**src/rtl/imem_loader.sv**
```systemverilog
// Boot-time instruction-memory loader: assembles big-endian words from a byte stream,
// writes them to IMEM and holds the CPU in reset until the session completes.
// Optional trailing XOR checksum when IMEM_LOADER_CHECKSUM_EN is defined.
module imem_loader #(
  parameter int ADDR_W = 5
) (
  input  logic              clk,
  input  logic              RSTn,
  input  logic              load_start,
  input  logic [ADDR_W:0]   load_count,
  input  logic              byte_valid,
  input  logic [7:0]        byte_data,
  output logic              byte_ready,
  output logic              imem_we,
  output logic [ADDR_W-1:0] imem_addr,
  output logic [31:0]       imem_wdata,
  output logic              cpu_rstn,
  output logic              busy,
  output logic              done,
  output logic              err
);

  typedef enum logic [2:0] {
    HOLD  = 3'd0,
    LOAD  = 3'd1,
    WRITE = 3'd2,
`ifdef IMEM_LOADER_CHECKSUM_EN
    CHECK = 3'd3,
`endif
    RUN   = 3'd4
  } state_t;

  localparam logic [ADDR_W:0] MAX_WORDS = {1'b1, {ADDR_W{1'b0}}};
  localparam logic [ADDR_W:0] ONE       = {{ADDR_W{1'b0}}, 1'b1};

  state_t            state;
  state_t            next_state;
  logic [ADDR_W:0]   count_q;
  logic [ADDR_W:0]   written_q;
  logic [ADDR_W-1:0] addr_q;
  logic [31:0]       word_q;
  logic [1:0]        byte_cnt_q;
  logic              done_q;
  logic [ADDR_W:0]   clamped_count;
  logic              start_ok;
  logic              accept;
  logic              last_word;

`ifdef IMEM_LOADER_CHECKSUM_EN
  logic       err_q;
  logic       csum_phase_q;
  logic [7:0] xor_q;
  logic [7:0] csum_byte_q;
`endif

  assign clamped_count = (load_count > MAX_WORDS) ? MAX_WORDS : load_count;
  assign start_ok      = load_start && ((state == HOLD) || (state == RUN));
  assign accept        = byte_valid && byte_ready;
  assign last_word     = ((written_q + ONE) == count_q);

  always_ff @(posedge clk or negedge RSTn) begin
    if (!RSTn) begin
      state <= HOLD;
    end else begin
      state <= next_state;
    end
  end

  // Outputs are decoded from the state register alone so no input reaches an output.
  always_comb begin
    next_state = state;
    byte_ready = 1'b0;
    imem_we    = 1'b0;
    busy       = 1'b0;
    cpu_rstn   = 1'b0;
    case (state)
      HOLD: begin
        if (load_start) begin
          next_state = (clamped_count == '0) ? RUN : LOAD;
        end
      end
      LOAD: begin
        byte_ready = 1'b1;
        busy       = 1'b1;
        if (accept) begin
`ifdef IMEM_LOADER_CHECKSUM_EN
          if (csum_phase_q) begin
            next_state = CHECK;
          end else if (byte_cnt_q == 2'd3) begin
            next_state = WRITE;
          end
`else
          if (byte_cnt_q == 2'd3) begin
            next_state = WRITE;
          end
`endif
        end
      end
      WRITE: begin
        imem_we = 1'b1;
        busy    = 1'b1;
        if (last_word) begin
`ifdef IMEM_LOADER_CHECKSUM_EN
          next_state = LOAD;
`else
          next_state = RUN;
`endif
        end else begin
          next_state = LOAD;
        end
      end
`ifdef IMEM_LOADER_CHECKSUM_EN
      CHECK: begin
        busy       = 1'b1;
        next_state = (xor_q == csum_byte_q) ? RUN : HOLD;
      end
`endif
      RUN: begin
        cpu_rstn = 1'b1;
        if (load_start) begin
          next_state = (clamped_count == '0) ? RUN : LOAD;
        end
      end
      default: begin
        next_state = HOLD;
      end
    endcase
  end

  // Session datapath: count latch, word assembly, write index and completion pulse.
  always_ff @(posedge clk or negedge RSTn) begin
    if (!RSTn) begin
      count_q    <= '0;
      written_q  <= '0;
      addr_q     <= '0;
      word_q     <= '0;
      byte_cnt_q <= '0;
      done_q     <= 1'b0;
    end else begin
      done_q <= (next_state == RUN) && ((state != RUN) || load_start);
      if (start_ok) begin
        count_q    <= clamped_count;
        written_q  <= '0;
        addr_q     <= '0;
        byte_cnt_q <= '0;
      end else begin
        if (accept) begin
`ifdef IMEM_LOADER_CHECKSUM_EN
          if (!csum_phase_q) begin
            word_q     <= {word_q[23:0], byte_data};
            byte_cnt_q <= byte_cnt_q + 2'd1;
          end
`else
          word_q     <= {word_q[23:0], byte_data};
          byte_cnt_q <= byte_cnt_q + 2'd1;
`endif
        end
        if (state == WRITE) begin
          written_q <= written_q + ONE;
          // The address stops on the final word so it never wraps past the top of IMEM.
          if (!last_word) begin
            addr_q <= addr_q + 1'b1;
          end
        end
      end
    end
  end

`ifdef IMEM_LOADER_CHECKSUM_EN
  // Running XOR of payload bytes, compared against the trailing byte in CHECK.
  always_ff @(posedge clk or negedge RSTn) begin
    if (!RSTn) begin
      err_q        <= 1'b0;
      csum_phase_q <= 1'b0;
      xor_q        <= '0;
      csum_byte_q  <= '0;
    end else begin
      if (start_ok) begin
        err_q        <= 1'b0;
        csum_phase_q <= 1'b0;
        xor_q        <= '0;
      end else begin
        if (accept) begin
          if (csum_phase_q) begin
            csum_byte_q <= byte_data;
          end else begin
            xor_q <= xor_q ^ byte_data;
          end
        end
        if ((state == WRITE) && last_word) begin
          csum_phase_q <= 1'b1;
        end
        if ((state == CHECK) && (xor_q != csum_byte_q)) begin
          err_q <= 1'b1;
        end
      end
    end
  end

  assign err = err_q;
`else
  assign err = 1'b0;
`endif

  assign done       = done_q;
  assign imem_addr  = addr_q;
  assign imem_wdata = word_q;

endmodule

```
**config.mk**
```make
export PLATFORM = sky130hd
export DESIGN_NAME = imem_loader
export DESIGN_NICKNAME = d
export VERILOG_FILES = /design/src/rtl/imem_loader.sv
export SDC_FILE = /design/constraint.sdc
export NUM_CORES = 1
export LEC_CHECK = 0
export BUFFER_PORTS_ARGS = -buffer_cell sky130_fd_sc_hd__buf_2
export CAP_MARGIN = 20
export CORE_ASPECT_RATIO = 0.7
export CORE_MARGIN = 1.5
export CORE_UTILIZATION = 40
export DETAILED_ROUTE_END_ITERATION = 12
export HOLD_SLACK_MARGIN = 0.1
export SYNTH_ARGS = -nofsm -noshare
export SYNTH_HDL_FRONTEND = slang
export SYNTH_SLANG_ARGS = --single-unit
```
**constraint.sdc**
```tcl
create_clock -name clk -period 5.1 [get_ports clk]
set_input_delay 0.255 -clock clk [delete_from_list [all_inputs] [get_ports clk]]
set_output_delay 0.255 -clock clk [all_outputs]
set_load 0.02 [all_outputs]
```
---- Word level (Yosys, flattened, before mapping) ----
Index checks and enable logic that the tools add are counted.
storage, ports and cells
  register bits after elaboration ......... 55
  input bits .............................. 18
  output and inout bits ................... 43
  logic and storage cells ................. 51
cells by class
  $add $sub $neg .......................... 3
  magnitude comparators ................... 1
  equality and inequality tests ........... 8
  muxes and demuxes ....................... 18
  bitwise gates (word level) .............. 1
  reduce and logical (&&, ||, !) cells .... 13
operators by type and width
  cell                                                             number
  6-bit 2-to-1 mux                                                 3
  3-bit 2-to-1 mux                                                 5
  5-bit 2-to-1 mux                                                 3
  3-bit case mux with 3 select lines                               1
  6-bit by 1-bit adder with 6-bit output, second input constant    1
  3-bit == test, second input constant                             2
  6-bit == test                                                    1
  6-bit greater-than comparator, second input constant             1
  6-bit logical NOT                                                1
  5-bit by 1-bit adder with 5-bit output, second input constant    1
  1-bit 2-to-1 mux                                                 4
  2-bit 2-to-1 mux                                                 2
  2-bit AND reduction                                              2
  2-bit nonzero test                                               2
  2-bit OR reduction                                               2
  3-bit by 1-bit == test with 1-bit output, second input constant  1
  3-bit by 2-bit == test with 1-bit output, second input constant  1
  1-bit logical AND                                                3
  3-bit logical NOT                                                1
  3-bit != test, second input constant                             1
  2-bit by 1-bit adder with 2-bit output, second input constant    1
  2-bit == test, second input constant                             1
  1-bit logical OR                                                 2
  2-bit != test, second input constant                             1
  1-bit NOT                                                        1

---- Logic depth before layout (Yosys ltp) ----
Gate-level depths: netlist of run 1.
  word-level depth ........................ 8
  mapped depth ............................ 7
  depth with buffers taken out ............ 6

---- Worst setup path after synthesis of run 1 ----
No wires, ideal clock.
  kind .................................... flip-flop to flip-flop
  start point ............................. register state[2]
  end point ............................... register word_q[28] (netlist: imem_wdata[28])
  setup time .............................. 0.125 ns
  arrival ................................. 1.975 ns
  data required time ...................... 4.975 ns
  slack ................................... 3.000 ns
  stages on the path, launching flop included .. 6
  path buffers ............................ 2
  period minus slack after synthesis ...... 2.100 ns
  cell sequence ........................... dfrtp_1 nor3b_1 and2_0 buf_2 buf_4 mux2_2
between the ends
  elaborated cells on any way between the ends .. 9
  classes of those cells .................. eq/ne (2); mux (1); bitwise (1); reduce/logical (5)
RTL lines
  item                                      line  source
  from (decl)                               36    state_t state;
  from (signal assigned)                    65    state <= next_state;
  3-bit by 1-bit == test with 1-bit output  76    case (state)
  1-bit 2-to-1 mux                          76
  via byte_ready                            13    output logic byte_ready,
  1-bit logical AND                         58    assign accept = byte_valid && byte_ready;
  2-bit AND reduction (no source line)      n/a
  to (signal assigned)                      154   word_q <= {word_q[23:0], byte_data};
  to (decl)                                 41    logic [31:0] word_q;
The timed path passes the listed nets, and every way through them passes these cells.
A chain may end at the register's enable or synchronous reset.

---- Worst setup path after layout of run 1 ----
  start point ............................. register written_q[0]
  end point ............................... register state[0]
between the ends
  cells in the longest elaborated chain, start to end .. 4
ends and longest elaborated chain
  item                                    line  source
  from (decl)                             39    logic [ADDR_W:0] written_q;
  from (signal assigned)                  159   written_q <= written_q + ONE;
  6-bit by 1-bit adder with 6-bit output  59    assign last_word = ((written_q + ONE) == count_q);
  6-bit == test                           59
  3-bit 2-to-1 mux                        102   if (last_word) begin
  3-bit case mux with 3 select lines      76
  via next_state[0]                       37    state_t next_state;
The timed path passes the listed nets, and every way through them passes these cells.

==> impl_metrics.env, run 1 <==
export IMPL_htreeDepth=2
export IMPL_fillers=564
export IMPL_drc_errors=0
export IMPL_power_density_mw_per_mm2=594
export IMPL_boundaryPins=61
export IMPL_ir_drop_uv=246
export IMPL_synth_compound_area_share=0.0775
export IMPL_drt_iter0_markers=98
export IMPL_drtPass1Iterations=4
export IMPL_synth_fp_nets=270
export IMPL_cp_max_fo=7
export IMPL_die_w_um=96.6
export IMPL_antenna_found_initial=0
export IMPL_core_area_mm2=0.00581
export IMPL_ant_nets=0
export IMPL_syn_inst=249
export IMPL_path_class="reg -> reg"
export IMPL_fin_nets=326
export IMPL_multi_input_area_um2=996
export IMPL_clkLatencyLatePin_ns=0.31
export IMPL_initial_utilization=0.422
export IMPL_routed_wl_mm=5.12
export IMPL_final_common_cell="nand2_1"
export IMPL_ys_seq_elements=55
export IMPL_path_clk_slew_ns=0.10
export IMPL_cts_root_buf="clkbuf_8"
export IMPL_hp_class="in -> reg"
export IMPL_vias_per_cell=4.82
export IMPL_clock_sinks=55
export IMPL_cts_buffers=5
export IMPL_path_buf_inv=0
export IMPL_routabilityCongestion=0.832
export IMPL_ys_seq_area_frac=0.561
export IMPL_yosys_area_share_xor_xnor=0.0286
export IMPL_critPathSlowestCell="dfrtp_1"
export IMPL_slew_headroom=0.429
export IMPL_synth_async_sr_flop_share=1.00
export IMPL_endpoint_kind="flop"
export IMPL_setup_worst_path_start_class="flop"
export IMPL_worst_ep_arrival_time_ns=2.40
export IMPL_drt_wirelength_per_cell_um=13.4
export IMPL_n_antenna_cell=0
export IMPL_rows=23
export IMPL_p_leak_uw=0.00155
export IMPL_setup_tns_ns=0
export IMPL_maxCapViolations=0
export IMPL_gr_total_overflow=0
export IMPL_ys_flop_type="dfrtp_1"
export IMPL_drv_slew=0
export IMPL_placed_area_mm2=0.00278
export IMPL_synth_area_mux_share=0.0576
export IMPL_cts_buffer_depth=2
export IMPL_period_share=0.431
export IMPL_synthSimpleGateAreaFrac=0.225
export IMPL_hpwl_mm=3.48
export IMPL_max_freq_mhz=455
export IMPL_cts_tree="built"
export IMPL_min_period_ns=2.20
export IMPL_tightestPinTransition_ns=0.854
export IMPL_dr_total_vias=1838
export IMPL_avgSynthCellArea_um2=9.85
export IMPL_final_area_mm2=0.00293
export IMPL_fin_skew_ns=0.00872
export IMPL_grt_usage=0.164
export IMPL_chipHeight_um=68.5
export IMPL_drive_gt1_frac=0.278
export IMPL_cp_top_family="compound AO/OA/AOI/OAI gates"
export IMPL_synthDistinctLibCells=40
export IMPL_status="finished clean"
export IMPL_area_delta_synth_final_pct=19.3
export IMPL_yosysWarnings=0
export IMPL_synth_edff_count=0
export IMPL_final_hold_violation_count=0
export IMPL_max_stage_delay_ns=0.45
export IMPL_port_buffers=59
export IMPL_area_sequential_mm2=0.00138
export IMPL_final_cell_mix="95 x nand2_1, 59 x buf_2, 55 x dfrtp_1"
export IMPL_synth_adder_area_share=0.0153
export IMPL_die_area_mm2=0.00662
export IMPL_worst_ep_required_time_ns=5.30
export IMPL_pre_cts_ws_ns=2.93
export IMPL_final_core_util=0.503
export IMPL_grt_max_degree=56
export IMPL_synth_area_mm2=0.00245
export IMPL_final_setup_viol_count=0
export IMPL_grt_setup_unrepaired="no"
export IMPL_worst_slack_ns=2.90
export IMPL_crit_path_cell_trace="ha_1, xor2_1, a311oi_1, o2111ai_2, and2_4, a221o_1"
export IMPL_synth_top_family_by_area="simple AND/OR/NAND/NOR gates"
export IMPL_grt_pass1_vias=1661
export IMPL_grt_pass1_wl_mm=8.50
==> cells in the mapped netlist, types with 3 or more instances <==
cell	instances	area (um^2)
xnor2_1	6	52.6
nand2b_1	5	31.3
dfrtp_1	55	1380
and3_1	3	18.8
nand3_1	8	40.0
ha_1	3	37.5
nor2_1	6	22.5
mux2_2	9	101
o21ai_0	14	70.1
clkbuf_1	4	15.0
buf_2	4	20.0
mux2i_1	4	40.0
nand2_1	95	357
==> cell type report <==
class,instances,area share
sequential,55,0.470
inverter,2,0.00257
clock inverter,2,0.0205
clock buffer,6,0.0248
multi-input combinational,179,0.340
tap,75,0.0321
timing repair buffer,62,0.109
==> metal layers <==
| metal | track usage | vias to the layer above | wire length, um |
|---|---|---|---|
| met5 | 0 | - | 0 |
| met4 | 0.0652 | 0 | 68 |
| met3 | 0.0403 | 7 | 165 |
| met2 | 0.226 | 31 | 2080 |
| met1 | 0.246 | 870 | 2810 |
| li1 | - | 930 | - |
==> state kept, by name, summed over array words and instances (netlist names) <==
name	flops
imem_wdata	32
imem_addr	5
byte_cnt_q	2
count_q	6
done	1
state	3
written_q	6
==> power by group <==
part           switching, uW  internal, uW
Combinational            416           245
Clock                    143           196
Sequential               137           601
==> stage by stage <==
step,hold WS [ns],power (uW),std cells
2_1_floorplan,-0.0406,1180,249
3_3_place_gp,0.433,1400,372
3_5_place_dp,0.434,1410,372
4_1_cts,0.118,1750,381
5_1_grt,0.121,1860,381
6_report,0.121,1740,381
==> worst min-delay path, stage by stage <==
cell and delay [ns]:
buf_2 0.07, nand2_1 0.04, nand2_1 0.04
==> timing repair <==
action                                 CTS  global route
resized for setup                        0             0
hold buffers                             1             0
buffers inserted                         0             0
endpoints found under the hold margin   47             0
==> final timing paths <==
| path | from | to | slack (ns) | cells after the start |
|---|---|---|---|---|
| worst max-delay path | written_q[0] | state[0] | 2.90 | 6 |
| worst min-delay path | byte_data[3] | imem_wdata[3] | 0.12 | 3 |
| worst max register to register | written_q[0] | state[0] | 2.90 | 6 |
| worst min register to register | imem_addr[4] | imem_addr[4] | 0.47 | 1 |
| max in group asynchronous | RSTn | imem_addr[1] | 4.05 | 3 |
| min in group asynchronous | RSTn | imem_addr[3] | 0.60 | 3 |
==> cell families after synthesis <==
logic type	after synthesis
flops	55
compound gates	27
fa+ha+maj	3
mux	13
other cells	1
buf+inv	15
xor+xnor	8
simple gates	127
Note: power is estimated with default switching activity, not from simulation.
==> inputs of run 2 (changes only) <==
Settings changed: PLACE_DENSITY set to 0.65.
Clock period 5.1 ns to 1.8 ns, I/O delays scaled along.
==> run 2 against run 1 <==
- combinational power rose to 3.1 times the previous value
- wire length up 3.7%
- clock power up 100%
- core utilization up 4.5 points
- via count up 6.0%
- the run now ends with setup timing left
- non-clock buffer count up 26
- final area up 8.9%
- die area unchanged
==> impl_metrics.env, run 2 (synthesis gave the netlist of run 1 again) <==
export IMPL_grt_max_degree=24
export IMPL_seqPwrFrac=0.430
export IMPL_initial_utilization=0.422
export IMPL_tightestPinTransition_ns=0.617
export IMPL_cts_root_buf="clkbuf_8"
export IMPL_path_clk_slew_ns=0.11
export IMPL_dpl_cell_count=382
export IMPL_clkLatencyLatePin_ns=0.30
export IMPL_power_uw=4830
export IMPL_endpoint_kind="flop"
export IMPL_crit_path_cell_trace="ha_4, xor2_1, a311oi_2, o2111ai_4, and2_4, a221o_1"
export IMPL_power_density_mw_per_mm2=1520
export IMPL_core_area_mm2=0.00581
export IMPL_period_share=1.02
export IMPL_violations="setup timing"
export IMPL_dr_total_vias=1949
export IMPL_hp_class="in -> reg"
export IMPL_setup_worst_path_start_class="flop"
export IMPL_fin_nets=352
export IMPL_setup_tns_ns=-0.0438
export IMPL_slew_headroom=0.588
export IMPL_largest_reg_flops=32
export IMPL_final_setup_viol_count=1
export IMPL_hold_slack_ns=0.191
export IMPL_switchingPower_uw=2020
export IMPL_hpwl_mm=3.73
export IMPL_status="finished, violations left"
export IMPL_final_common_cell="nand2_1"
export IMPL_drt_wirelength_per_cell_um=13.0
export IMPL_grt_usage=0.165
export IMPL_routabilityCongestion=0.809
export IMPL_max_stage_delay_ns=0.43
export IMPL_intPower_uw=2810
export IMPL_vias_per_cell=4.79
export IMPL_maxCapViolations=0
export IMPL_path_class="reg -> reg"
export IMPL_ant_nets=0
export IMPL_grt_pass1_vias=1718
export IMPL_cts_buffers=5
export IMPL_routed_wl_mm=5.31
export IMPL_pwr_share_clk=0.143
export IMPL_instances_no_fill=407
export IMPL_grt_setup_unrepaired="yes"
export IMPL_area_delta_synth_final_pct=29.9
export IMPL_final_core_util=0.548
export IMPL_gr_total_overflow=0
export IMPL_cts_tree="built"
export IMPL_switching_share=0.419
export IMPL_rows=23
export IMPL_r2r_slack_ns=-0.04
export IMPL_fin_skew_ns=0.0102
export IMPL_critPathSlowestCell="dfrtp_1"
export IMPL_p_leak_uw=0.00165
export IMPL_power_share_combinational=0.427
export IMPL_final_cell_mix="95 x nand2_1, 59 x buf_2, 54 x dfrtp_1"
export IMPL_grt_pass1_wl_mm=8.77
export IMPL_final_hold_violation_count=0
export IMPL_die_area_mm2=0.00662
export IMPL_htreeDepth=2
export IMPL_max_freq_mhz=542
export IMPL_antenna_found_initial=0
export IMPL_cts_buffer_depth=2
export IMPL_worst_ep_arrival_time_ns=2.04
export IMPL_min_period_ns=1.84
export IMPL_die_w_um=96.6
export IMPL_cp_top_family="compound AO/OA/AOI/OAI gates"
export IMPL_clock_sinks=55
export IMPL_worst_slack_ns=-0.0438
export IMPL_worst_ep_required_time_ns=1.99
export IMPL_drive_gt1_frac=0.313
export IMPL_path_buf_inv=0
export IMPL_port_buffers=59
export IMPL_drc_errors=0
export IMPL_chipHeight_um=68.5
export IMPL_drtPass1Iterations=4
export IMPL_drv_slew=0
export IMPL_cp_max_fo=3
export IMPL_ir_drop_uv=811
export IMPL_boundaryPins=61
export IMPL_drt_iter0_markers=99
export IMPL_n_antenna_cell=0
-- run 2: changes by cell type in the layout (fill, tap and decap cells not counted), sizes merged --
cell,change
clkinv,+2
clkbuf,-1
clkinvlp,+1
dlygate4sd3,+15
bufinv,-2
buf,+11
-- run 2: final timing paths --
check | start | end | depth (start not counted)
setup / recovery | written_q[1] | state[0] | 6
hold / removal | load_start | state[2] | 4
setup reg to reg | written_q[1] | state[0] | 6
hold reg to reg | imem_wdata[10] | imem_wdata[18] | 2
max in group asynchronous | RSTn | imem_wdata[15] | 3
min in group asynchronous | RSTn | count_q[0] | 2
-- run 2: tightest hold or removal path, stage by stage --
cell and delay [ns]:
buf_2 0.10, inv_1 0.05, a21oi_1 0.14, o32ai_1 0.08
-- run 2: area by class of cell --
cell class | instances | area (um^2)
fillers | 535 | 2630
flip-flops and latches | 55 | 1380
multi-input cells | 179 | 1050
repair buffers | 88 | 569
well taps | 75 | 93.8
clock buffers | 5 | 68.8
clock inverters | 3 | 25.0
inverters | 2 | 7.51
-- run 2: power by group through the flow --
stage / clock network (uW) / registers (uW) / logic [uW]
3_3_place_gp: 0 / 2100 / 2010
5_1_grt: 789 / 2160 / 2290
2_1_floorplan: 0 / 2470 / 938
3_5_place_dp: 0 / 2110 / 2050
6_report: 691 / 2080 / 2060
4_1_cts: 725 / 2080 / 2080
-- run 2: metrics by stage --
step,setup slack (ns),cell area (um^2)
finish,-0.0438,3190
global route,-0.0905,3190
floorplan,0.00430,2500
global placement,0.0136,2910
detailed placement,-0.0140,2910
CTS,-0.0479,3160
-- run 2: metal layers --
layer | vias up | part of all wire | GRT usage
met3 | 6 | 0.033 | 0.0363
met4 | 0 | 0.014 | 0.0507
met1 | 924 | 0.51 | 0.250
met5 | - | 0 | 0
met2 | 34 | 0.44 | 0.237
li1 | 985 | - | -
-- run 2: what timing repair did --
| action | CTS | global route |
|---|---|---|
| buffers inserted | 0 | 1 |
| hold buffers | 16 | 0 |
| endpoints found under the setup margin | 4 | 6 |
| gates resized for setup | 0 | 5 |
| hold endpoints to repair | 70 | 0 |
==> inputs of run 3 (changes only) <==
Settings changed: CELL_PAD_IN_SITES_DETAIL_PLACEMENT set to 0, CELL_PAD_IN_SITES_GLOBAL_PLACEMENT set to 1, CORE_UTILIZATION 40 to 36, PLACE_DENSITY 0.65 to unset, PLACE_DENSITY_LB_ADDON set to 0.1, SLEW_MARGIN set to 20.
Clock period 1.8 ns to 1.6 ns, I/O delays scaled along.
==> run 3 against run 2 <==
- the run still ends with setup timing left
- total power increased by 25%
- combinational power increased by 27%
- critical endpoint unchanged
- fmax increased by 0.49%
- wire length increased by 10%
- critical path depth unchanged
- sequential power increased by 13%
- register-to-register slack got worse by 0.19 ns
- die area increased by 11%
- largest power group is now combinational logic
- non-clock buffer count increased by 18
==> impl_metrics.env, run 3 (synthesis gave the netlist of run 1 again) <==
export IMPL_critPathSlowestCell="dfrtp_2"
export IMPL_final_core_util=0.547
export IMPL_worst_ep_required_time_ns=1.80
export IMPL_r2r_start="written_q[1]"
export IMPL_violations="setup timing"
export IMPL_drt_iter0_markers=84
export IMPL_placed_area_mm2=0.00299
export IMPL_grt_pass1_vias=2003
export IMPL_worst_slack_ns=-0.235
export IMPL_final_hold_violation_count=0
export IMPL_setup_worst_path_start_class="flop"
export IMPL_grt_max_degree=56
export IMPL_path_buf_inv=0
export IMPL_cts_buffers=5
export IMPL_intPower_uw=3680
export IMPL_min_period_ns=1.83
export IMPL_reg2reg_to="state[0]"
export IMPL_drc_errors=0
export IMPL_largest_reg_flops=32
export IMPL_hold_path_depth=3
export IMPL_hpwl_mm=3.64
export IMPL_routed_wl_mm=5.86
export IMPL_final_common_cell="nand2_1"
export IMPL_crit_path_cell_trace="ha_4, xor2_2, a311oi_2, o2111ai_4, and2_4, a221o_1"
export IMPL_power_density_mw_per_mm2=1730
export IMPL_cts_buffer_depth=2
export IMPL_period_share=1.15
export IMPL_status="finished, violations left"
export IMPL_power_share_combinational=0.433
export IMPL_vias_per_cell=4.67
export IMPL_gr_total_overflow=0
export IMPL_cp_top_family="compound AO/OA/AOI/OAI gates"
export IMPL_port_buffers=59
export IMPL_fin_skew_ns=0.0108
export IMPL_ir_drop_uv=752
export IMPL_final_setup_viol_count=8
export IMPL_grt_pass1_wl_mm=9.52
export IMPL_drt_wirelength_per_cell_um=13.3
export IMPL_min_from="load_start"
export IMPL_grt_usage=0.165
export IMPL_initial_utilization=0.384
export IMPL_fin_nets=370
export IMPL_boundaryPins=61
export IMPL_die_w_um=102
export IMPL_maxCapViolations=0
export IMPL_clkLatencyLatePin_ns=0.31
export IMPL_die_area_mm2=0.00733
export IMPL_max_freq_mhz=545
export IMPL_clock_sinks=55
export IMPL_cts_tree="built"
export IMPL_drtPass1Iterations=4
export IMPL_htreeDepth=2
export IMPL_routabilityCongestion=0.854
export IMPL_cp_max_fo=4
export IMPL_ff2ff_path_depth=6
export IMPL_worstHoldEndpoint="state[0]"
export IMPL_final_area_mm2=0.00350
export IMPL_switching_share=0.392
export IMPL_worst_ep_arrival_time_ns=2.04
export IMPL_switchingPower_uw=2380
export IMPL_r2r_slack_ns=-0.23
export IMPL_chipHeight_um=72.1
export IMPL_seqPwrFrac=0.386
export IMPL_grt_setup_unrepaired="yes"
export IMPL_p_leak_uw=0.00179
export IMPL_power_uw=6060
export IMPL_cts_root_buf="clkbuf_8"
export IMPL_core_area_mm2=0.00640
export IMPL_max_stage_delay_ns=0.45
export IMPL_endpoint_kind="flop"
export IMPL_setup_tns_ns=-1.23
export IMPL_area_delta_synth_final_pct=42.7
export IMPL_rows=24
export IMPL_ant_nets=0
export IMPL_path_class="reg -> reg"
export IMPL_drv_slew=0
export IMPL_pwr_share_clk=0.181
export IMPL_dr_total_vias=2059
export IMPL_drive_gt1_frac=0.366
export IMPL_final_cell_mix="95 x nand2_1, 58 x buf_2, 53 x dfrtp_1"
export IMPL_path_clk_slew_ns=0.10
export IMPL_antenna_found_initial=0
export IMPL_n_antenna_cell=0
export IMPL_hp_class="in -> reg"
[run 3: cell type report]
type	count	area [um^2]
clock buffer	5	68.8
clock inverter	3	67.6
fill	593	2900
inverter	2	7.51
multi-input combinational	179	1090
sequential	55	1380
tap	91	114
timing repair buffer	106	777
[run 3: repair_timing]
action / in CTS / in global routing
resized for setup: 9 / 11
setup buffers: 5 / 5
pin swaps: 4 / 3
hold buffers: 16 / 0
cloned: 0 / 2
endpoints found under the hold margin: 71 / 0
endpoints found under the setup margin: 9 / 26
[run 3: routing by layer]
layer	up-vias	track usage	wire length [um]
li1	1020	-	-
met1	988	0.239	3000
met2	49	0.256	2570
met4	0	0.0324	15
met3	2	0.0376	277
met5	-	0	0
[run 3: metrics by stage]
stage | hold slack, ns | setup WS, ns | instances
2_1_floorplan | -0.216 | -0.196 | 249
3_3_place_gp | 0.107 | -0.206 | 405
3_5_place_dp | 0.110 | -0.233 | 405
4_1_cts | 0.186 | -0.254 | 434
5_1_grt | 0.205 | -0.301 | 441
6_report | 0.195 | -0.235 | 441
[run 3: worst max path at each step]
| stage | depth (start not counted) | startpoint | end |
|---|---|---|---|
| after floorplan | 6 | written_q[1] | state[0] |
| after global placement | 6 | written_q[1] | state[0] |
| after detailed placement | 7 | written_q[1] | imem_addr[3] |
| after CTS | 6 | written_q[1] | state[0] |
| after global routing | 6 | written_q[1] | state[0] |
| final | 6 | written_q[1] | state[0] |
[run 3: power by group through the flow]
stage	clock network [uW]	registers (uW)	logic [uW]
3_5_place_dp	0	2370	2340
3_3_place_gp	0	2370	2310
5_1_grt	1190	2440	2900
2_1_floorplan	0	2780	1050
6_report	1100	2340	2620
4_1_cts	1130	2340	2460
[run 3: worst register-to-register path, cell delays in order (launching register included)]
cell,delay (ns)
dfrtp_2,0.45
ha_4,0.26
xor2_2,0.14
a311oi_2,0.26
o2111ai_4,0.19
and2_4,0.19
a221o_1,0.25
